<file path="config.mk">
export PLATFORM = sky130hd
export DESIGN_NAME = p09_sound_gen
export DESIGN_NICKNAME = d
export VERILOG_FILES = /design/src/rtl/p09_sound_gen.sv
export SDC_FILE = /design/constraint.sdc
export NUM_CORES = 1
export LEC_CHECK = 0
export BUFFER_PORTS_ARGS = -buffer_cell sky130_fd_sc_hd__clkbuf_2
export CORE_ASPECT_RATIO = 0.75
export CORE_MARGIN = 1
export CORE_UTILIZATION = 55
export DETAILED_ROUTE_END_ITERATION = 8
export PLACE_DENSITY = 0.69
export SYNTH_ARGS = -nofsm -noshare
export SYNTH_HDL_FRONTEND = slang
export SYNTH_SLANG_ARGS = --single-unit
</file>
<file path="constraint.sdc">
create_clock -name clk -period 4 [get_ports clk]
set_input_delay 0.8 -clock clk [delete_from_list [all_inputs] [get_ports clk]]
set_output_delay 0.8 -clock clk [all_outputs]
set_load 0.03 [all_outputs]
</file>
<file path="src/rtl/p09_sound_gen.sv">
// p09_sound_gen
//   Square-wave sound effect generator for a breakout-style game. Game events
//   start a tone whose pitch is a half-period counted in clk cycles and whose
//   length is counted in video frames (rising edges of vblank). A win plays a
//   three-note arpeggio; a lose plays a downward-pitch sweep.
//
// Ports
//   clk        in   system clock
//   nRst       in   asynchronous active-low reset
//   en         in   enable; low aborts playback and blocks new events
//   vblank     in   vertical blanking level; its rising edge is the frame tick
//   evt_wall   in   one-cycle event pulse, effect code 1
//   evt_paddle in   one-cycle event pulse, effect code 2
//   evt_brick  in   one-cycle event pulse, effect code 3
//   evt_win    in   one-cycle event pulse, effect code 4
//   evt_lose   in   one-cycle event pulse, effect code 5
//   sound_out  out  square-wave audio
//   busy       out  high while an effect plays
//   effect     out  current effect code (0 when idle)
module p09_sound_gen #(
    parameter int unsigned HP_WALL         = 56818,
    parameter int unsigned HP_PADDLE       = 28409,
    parameter int unsigned HP_BRICK        = 14205,
    parameter int unsigned HP_WIN0         = 23900,
    parameter int unsigned HP_WIN1         = 18968,
    parameter int unsigned HP_WIN2         = 15944,
    parameter int unsigned DUR_WALL        = 2,
    parameter int unsigned DUR_PADDLE      = 4,
    parameter int unsigned DUR_BRICK       = 3,
    parameter int unsigned WIN_NOTE_FRAMES = 8,
    parameter int unsigned HP_LOSE         = 28409,
    parameter int unsigned DUR_LOSE        = 30,
    parameter int unsigned SWEEP_STEP      = 1024
) (
    input  logic       clk,
    input  logic       nRst,
    input  logic       en,
    input  logic       vblank,
    input  logic       evt_wall,
    input  logic       evt_paddle,
    input  logic       evt_brick,
    input  logic       evt_win,
    input  logic       evt_lose,
    output logic       sound_out,
    output logic       busy,
    output logic [2:0] effect
);

    typedef enum logic {
        S_IDLE,
        S_PLAY
    } state_t;

    typedef enum logic [2:0] {
        EFF_NONE   = 3'd0,
        EFF_WALL   = 3'd1,
        EFF_PADDLE = 3'd2,
        EFF_BRICK  = 3'd3,
        EFF_WIN    = 3'd4,
        EFF_LOSE   = 3'd5
    } effect_t;

    state_t      state_q;
    effect_t     effect_q;
    logic        sound_q;
    logic        busy_q;
    logic [15:0] phase_q;
    logic [15:0] hp_q;
    logic [7:0]  frames_q;
    logic [1:0]  note_q;
    logic        vblank_q;

    effect_t     evt_code_d;
    logic [15:0] evt_hp_d;
    logic [7:0]  evt_frames_d;
    logic        accept_d;
    logic        tick_d;
    logic [15:0] next_win_hp_d;
    logic [16:0] sweep_sum_d;
    logic [15:0] sweep_hp_d;

    // Highest pulsed event code wins; its tone parameters come with it.
    always_comb begin
        evt_code_d   = EFF_NONE;
        evt_hp_d     = '0;
        evt_frames_d = '0;
        if (evt_lose) begin
            evt_code_d   = EFF_LOSE;
            evt_hp_d     = 16'(HP_LOSE);
            evt_frames_d = 8'(DUR_LOSE);
        end else if (evt_win) begin
            evt_code_d   = EFF_WIN;
            evt_hp_d     = 16'(HP_WIN0);
            evt_frames_d = 8'(WIN_NOTE_FRAMES);
        end else if (evt_brick) begin
            evt_code_d   = EFF_BRICK;
            evt_hp_d     = 16'(HP_BRICK);
            evt_frames_d = 8'(DUR_BRICK);
        end else if (evt_paddle) begin
            evt_code_d   = EFF_PADDLE;
            evt_hp_d     = 16'(HP_PADDLE);
            evt_frames_d = 8'(DUR_PADDLE);
        end else if (evt_wall) begin
            evt_code_d   = EFF_WALL;
            evt_hp_d     = 16'(HP_WALL);
            evt_frames_d = 8'(DUR_WALL);
        end
    end

    // Equal code restarts the running effect; lower codes are dropped.
    always_comb begin
        accept_d = 1'b0;
        if (en && (evt_code_d != EFF_NONE)) begin
            accept_d = (state_q == S_IDLE) || (evt_code_d >= effect_q);
        end
    end

    assign tick_d = vblank & ~vblank_q;

    always_comb begin
        next_win_hp_d = 16'(HP_WIN2);
        if (note_q == 2'd0) begin
            next_win_hp_d = 16'(HP_WIN1);
        end
    end

    // Lose sweep lowers pitch by lengthening the half-period, clamped at 16 bits.
    assign sweep_sum_d = {1'b0, hp_q} + 17'(SWEEP_STEP);
    assign sweep_hp_d  = sweep_sum_d[16] ? 16'hFFFF : sweep_sum_d[15:0];

    always_ff @(posedge clk or negedge nRst) begin
        if (!nRst) begin
            state_q  <= S_IDLE;
            effect_q <= EFF_NONE;
            sound_q  <= 1'b0;
            busy_q   <= 1'b0;
            phase_q  <= '0;
            hp_q     <= '0;
            frames_q <= '0;
            note_q   <= '0;
            vblank_q <= 1'b0;
        end else begin
            vblank_q <= vblank;
            if (!en) begin
                state_q  <= S_IDLE;
                effect_q <= EFF_NONE;
                sound_q  <= 1'b0;
                busy_q   <= 1'b0;
                phase_q  <= '0;
                note_q   <= '0;
            end else if (accept_d) begin
                // A frame tick in this same cycle is deliberately ignored.
                state_q  <= S_PLAY;
                effect_q <= evt_code_d;
                sound_q  <= 1'b0;
                busy_q   <= 1'b1;
                phase_q  <= '0;
                hp_q     <= evt_hp_d;
                frames_q <= evt_frames_d;
                note_q   <= '0;
            end else if (state_q == S_PLAY) begin
                if (phase_q == hp_q - 16'd1) begin
                    phase_q <= '0;
                    sound_q <= ~sound_q;
                end else begin
                    phase_q <= phase_q + 16'd1;
                end
                if (tick_d) begin
                    if (frames_q == 8'd1) begin
                        if ((effect_q == EFF_WIN) && (note_q < 2'd2)) begin
                            // Next arpeggio note restarts the phase; these
                            // writes override the phase update above.
                            note_q   <= note_q + 2'd1;
                            frames_q <= 8'(WIN_NOTE_FRAMES);
                            hp_q     <= next_win_hp_d;
                            phase_q  <= '0;
                        end else begin
                            state_q  <= S_IDLE;
                            effect_q <= EFF_NONE;
                            sound_q  <= 1'b0;
                            busy_q   <= 1'b0;
                            phase_q  <= '0;
                            note_q   <= '0;
                        end
                    end else begin
                        frames_q <= frames_q - 8'd1;
                        if (effect_q == EFF_LOSE) begin
                            hp_q <= sweep_hp_d;
                        end
                    end
                end
            end
        end
    end

    assign sound_out = sound_q;
    assign busy      = busy_q;
    assign effect    = effect_q;

endmodule

</file>
## Word-level counts from Yosys, hierarchy flattened

Index checks and enable logic that the tools add are counted.
Widths: inputs -> output; s select.

- Mux-type cells: 66
- Equal/unequal tests: 9
- Add/subtract/negate cells: 5
- Reduce and logical (&&, ||, !) cells: 12
- $lt $le $gt $ge: 2
- Bitwise logic cells: 4

Operators with widths:

| kind | count |
|---|---|
| $mux 16 | 18 |
| $mux 8 | 5 |
| $mux 3 | 10 |
| $mux 1 | 21 |
| $mux 2 | 9 |
| $add 16x11->17 const B | 1 |
| $add 16x1->16 const B | 1 |
| $eq 16x16->1 | 1 |
| $sub 16x1->16 const B | 1 |
| $mux 15 | 1 |
| $ne 3x1->1 const B | 3 |
| $eq 8x1->1 const B | 1 |
| $reduce_and 4->1 | 2 |
| $sub 8x1->8 const B | 1 |
| $eq 3x3->1 const B | 2 |
| $reduce_bool 3->1 | 2 |
| $mux 5 | 1 |
| $reduce_and 5->1 | 1 |
| $mux 4 | 1 |
| $reduce_bool 2->1 | 2 |
| $ge 3x3->1 | 1 |
| $ne 3x2->1 const B | 1 |
| $ne 3x3->1 const B | 1 |
| $not 1->1 | 3 |
| other kinds (7) | 8 |

- Flip-flop bits (word level): 49
- Logic and storage cells: 107
- Output and inout bits: 5
- Bits of input ports: 9

## Logic depth before layout (Yosys ltp)

- Word-level depth: 10
- Depth in mapped cells: 14
- Gate-level depth less buffers: 13

## Worst setup path before layout

No wires, ideal clock.

- Kind: input to register
- From: in evt_brick
- To: reg hp_q[4]
- Stages: 14
- Required time: 3.863 ns
- Setup slack: 0.743 ns
- Data arrival time: 3.120 ns
- Path buffers: 3
- Library setup time: 0.137 ns
- Cell sequence: clkbuf_1 nor2_1 nor2_1 nor2_1 ha_1 nand2b_1 a21oi_1 nor2b_1 o311ai_0 clkbuf_1 o21ai_1 clkbuf_1 nor2_1 a21oi_1

- Word-level cells in the longest chain between the ends: 8
- Elaborated cells between the ends (all ways): 17
- Those cells by class: 1 x order compare; 1 x eq/ne; 8 x mux; 7 x reduce/logical

RTL lines:

| what | RTL line | text |
|---|---|---|
| start, declared | 41 | `input logic evt_brick,` |
| $mux 2 | 95 | `end else if (evt_brick) begin` |
| $mux 3 | 91 | `end else if (evt_win) begin` |
| $mux 3 | 87 | `if (evt_lose) begin` |
| $ge 3x3->1 or $reduce_bool 3->1 (tied branches) | 114, 113 |  |
| $logic_or 1x1->1 or $logic_and 1x1->1 (tied branches) | 114, 113 |  |
| $mux 1 | 113 | `if (en && (evt_code_d != EFF_NONE)) begin` |
| $ne 3x2->1 (no source line), or another cell as far along | -- |  |
| $reduce_and 5->1 (no source line) | -- |  |
| end signal, assigned | 158 | `hp_q <= evt_hp_d;` |
| end signal, assigned | 175 | `hp_q <= next_win_hp_d;` |
| end signal, assigned | 188 | `hp_q <= sweep_hp_d;` |
| end, declared | 68 | `logic [15:0] hp_q;` |

Parallel ways exist; a longest one is shown, timed or not.
A chain may end at the register's enable or synchronous reset.

## Final worst setup path

- From: reg hp_q[0]
- To: reg phase_q[1]

- Word-level cells in the longest chain between the ends: 8

RTL lines:

| what | RTL line | text |
|---|---|---|
| $sub 16x1->16 * | 162 | `if (phase_q == hp_q - 16'd1) begin` |
| $eq 16x16->1 * | 162 |  |
| $mux 16 * | 162 |  |
| $mux 16 | 169 | `if (frames_q == 8'd1) begin` |
| $mux 16 * | 168 | `if (tick_d) begin` |
| $mux 16 * | 161 | `end else if (state_q == S_PLAY) begin` |
| $mux 16 * | 151 | `end else if (accept_d) begin` |
| $mux 16 * | 144 | `if (!en) begin` |
| end signal, assigned | 166 | `phase_q <= phase_q + 16'd1;` |
| end, declared | 67 | `logic [15:0] phase_q;` |

Every way passes the cells marked *; elsewhere a longest branch is shown, timed or not. The select of a mux whose other input is x is not followed.

==> results.cfg <==
[die]
dieWidth_um = 90.43
chipHeight_um = 68.32
initial_core_util = 0.5868
die_area_um2 = 6178
rows = 23
core-area_um2 = 5497
ios = 14

[synthesis]
synth_top_area_frac = 0.3801
syn-num-nets = 402
synth_cell_types = 61
seq_area_frac_synth = 0.3801
yosys-top-cells-area = dfrtp_1 (38%), nor2_1 (5.1%), xnor2_1 (4.9%), nand2_1 (4.4%), a21oi_1 (4.3%)
synth_area_per_cell_um2 = 8.422
synthesis.area_um2 = 3226
yosysTopAreaCell = dfrtp_1
ys_ff_latch = 49
synth_edf_count = 0
post-synth-top-count-cell = dfrtp_1
syn_inst = 383
ys.flop_type = dfrtp_1
ys_warn_count = 0
async_reset_ff_frac = 1.000
synth_commonest_cells = dfrtp_1 (49), nor2_1 (44), nand2_1 (38), a21oi_1 (28), o21ai_0 (28)

[critical_path]
worstReg2RegStart = hp_q[0]$_DFFE_PN0P_
reg2reg_slack_ns = 0.80
slowest_delay_ns = 0.52
path_max_fanout = 15
path_buf_inv = 1
r2r_end = phase_q[1]$_DFFE_PN0P_
required_ns = 4.16
cp_num_cells = 9
startpoint = hp_q[0]$_DFFE_PN0P_
critPathCapture = phase_q[1]$_DFFE_PN0P_
cp_slowest_cell = or4b_4
crit_type = reg -> reg
path_delay_family = simple AND/OR/NAND/NOR gates
arrival_ns = 3.36
reg2reg_depth = 9
endpoint_kind = flop
crit_path_cell_trace = inv_1 > ha_1 > or4b_4 > a2111oi_0 > a21oi_1 > nor4_2 > o2111a_2 > or2_1 > o21ai_0
cp-start-kind = flop

[timing]
fin_tns_setup_ns = 0
worst_pin_slew_ns = 1.094
slew_viol_final = 0
rsz0062_at_grt = false
setup_violations = 0
fin_crit_sh = 0.7991
layout_min_cycle_time_ns = 3.197
max_freq_ghz = 0.3128
relSlewSlack = 0.2655
fin_worst_skew_ns = 0.007843
timing_hold_violations_final = 0

[final_layout]
nets = 411
areaGrowthSynthToFinish_pct = 6.090
drive_above_1_share = 0.09415
antenna_cells = 0

[power]
irDropWorstVdd_v = 0.0002591
power_mw = 1.402
p_leak_nw = 1.399
p_per_area_nw_per_um2 = 409.8

[detailed_routing]
first_pass_iters = 5
via_per_inst = 5.944
drc_errors = 0
route.final.wire_length_mm = 7.558
ant_nets = 0
drt-initial-drc-count = 240
vias = 2782
avgRoutedWirePerCell_um = 16.15

[global_route]
overflow = 0
antenna_found_initial = 0
grt_usage = 0.2645
grt_pass1_vias = 2568
grt_max_degree = 26
grt_first_pass_wirelength_mm = 12.68

[run]
maxCapViolations = 0

[cts]
postCtsHoldBufs = 0
ctsResizeCount = 0
worst_skew_pair.late_latency_ns = 0.31
cts.clk_slew.worst_paths_ns = 0.09
cts_tree = yes
numCtsBuffers = 5
clk_path_buf_depth = 2
htree_levels = 2
clkSinkCount = 49
cts_setup_buffers = 0
cts_root_buffer = clkbuf_8

[placement]
portBuffers = 13
gp_congestion = 0.9469
hpwl_mm = 5.579

[run_status]
status = finished clean

[worst_hold_path]
hp-class = in -> async
-- cells by family (layout without fill, tap and decap cells) --
| kind of cell | Yosys count | after routing | share of synthesized area |
|---|---|---|---|
| compound gates | 98 | 98 | 0.1889 |
| xor+xnor | 29 | 29 | 0.07874 |
| fa+ha+maj | 10 | 10 | 0.03879 |
| buf+inv | 34 | 44 | 0.05120 |
| flops | 49 | 49 | 0.3801 |
| mux | 5 | 5 | 0.01629 |
| simple gates | 158 | 158 | 0.2459 |
-- state kept, by name (all words and copies together), names as in the netlist --
name,flops
hp_q,16
phase_q,16
frames_q,8
effect,3
note_q,2
busy,1
sound_out,1
state_q,1
vblank_q,1
-- area by class of cell --
cell class                      instances  area, um^2
Sequential cell                        49        1226
Multi-Input combinational cell        300        1842
Inverter                               16       60.06
Fill cell                             504        2074
Clock buffer                            6       72.57
Tap cell                               75       93.84
Timing Repair Buffer                   20       117.6
Clock inverter                          2       10.01
-- cells in the final DEF (no fill, tap or decap), types with 9 or more instances in the layout --
| cell | n |
|---|---|
| xnor2_1 | 18 |
| nand3_1 | 14 |
| xor2_1 | 11 |
| clkbuf_2 | 13 |
| nor2_1 | 44 |
| inv_1 | 16 |
| a21oi_1 | 28 |
| a31oi_1 | 9 |
| ha_1 | 10 |
| dfrtp_1 | 49 |
| o21ai_0 | 28 |
| nand2_1 | 38 |
| nor3_1 | 17 |
-- how the worst min path moves through the flow --
stage          cells after the start             startpoint                      end  slack, ns
2_1_floorplan                      2  note_q[0]$_DFFE_PN0P_    note_q[0]$_DFFE_PN0P_       0.45
3_3_place_gp                       2       busy$_DFFE_PN0P_         busy$_DFFE_PN0P_       0.46
3_5_place_dp                       2  note_q[0]$_DFFE_PN0P_    note_q[0]$_DFFE_PN0P_       0.48
4_1_cts                            2  note_q[0]$_DFFE_PN0P_    note_q[0]$_DFFE_PN0P_       0.50
5_1_grt                            2       busy$_DFFE_PN0P_         busy$_DFFE_PN0P_       0.53
6_report                           1                   nRst  frames_q[5]$_DFFE_PN0P_       0.50
-- metal layers --
layer / global-route usage / wire length, um / vias up
met5: 0 / 0 / -
met4: 0.06048 / 58 / 0
met3: 0.04889 / 385 / 7
met2: 0.4151 / 3160 / 77
met1: 0.3818 / 3954 / 1310
li1: - / - / 1388
-- per-stage QoR --
step	cell area, um^2	util	std cells	setup slack, ns	hold slack, ns
final	3422	0.6226	468	0.8035	0.4969
after global routing	3422	0.6226	468	0.6110	0.5312
after CTS	3422	0.6226	468	0.8115	0.5043
after detailed placement	3339	0.6076	460	0.5959	0.4832
after global placement	3339	0.6076	460	0.7198	0.4624
after floorplan	3226	-	383	0.7434	0.4498
-- power breakdown --
part / switching (mW) / internal (mW) / total (mW)
clock: 0.168 / 0.122 / 0.290
combinational: 0.238 / 0.186 / 0.424
sequential: 0.125 / 0.563 / 0.688
No activity file was read; power rests on OpenSTA's default activity.
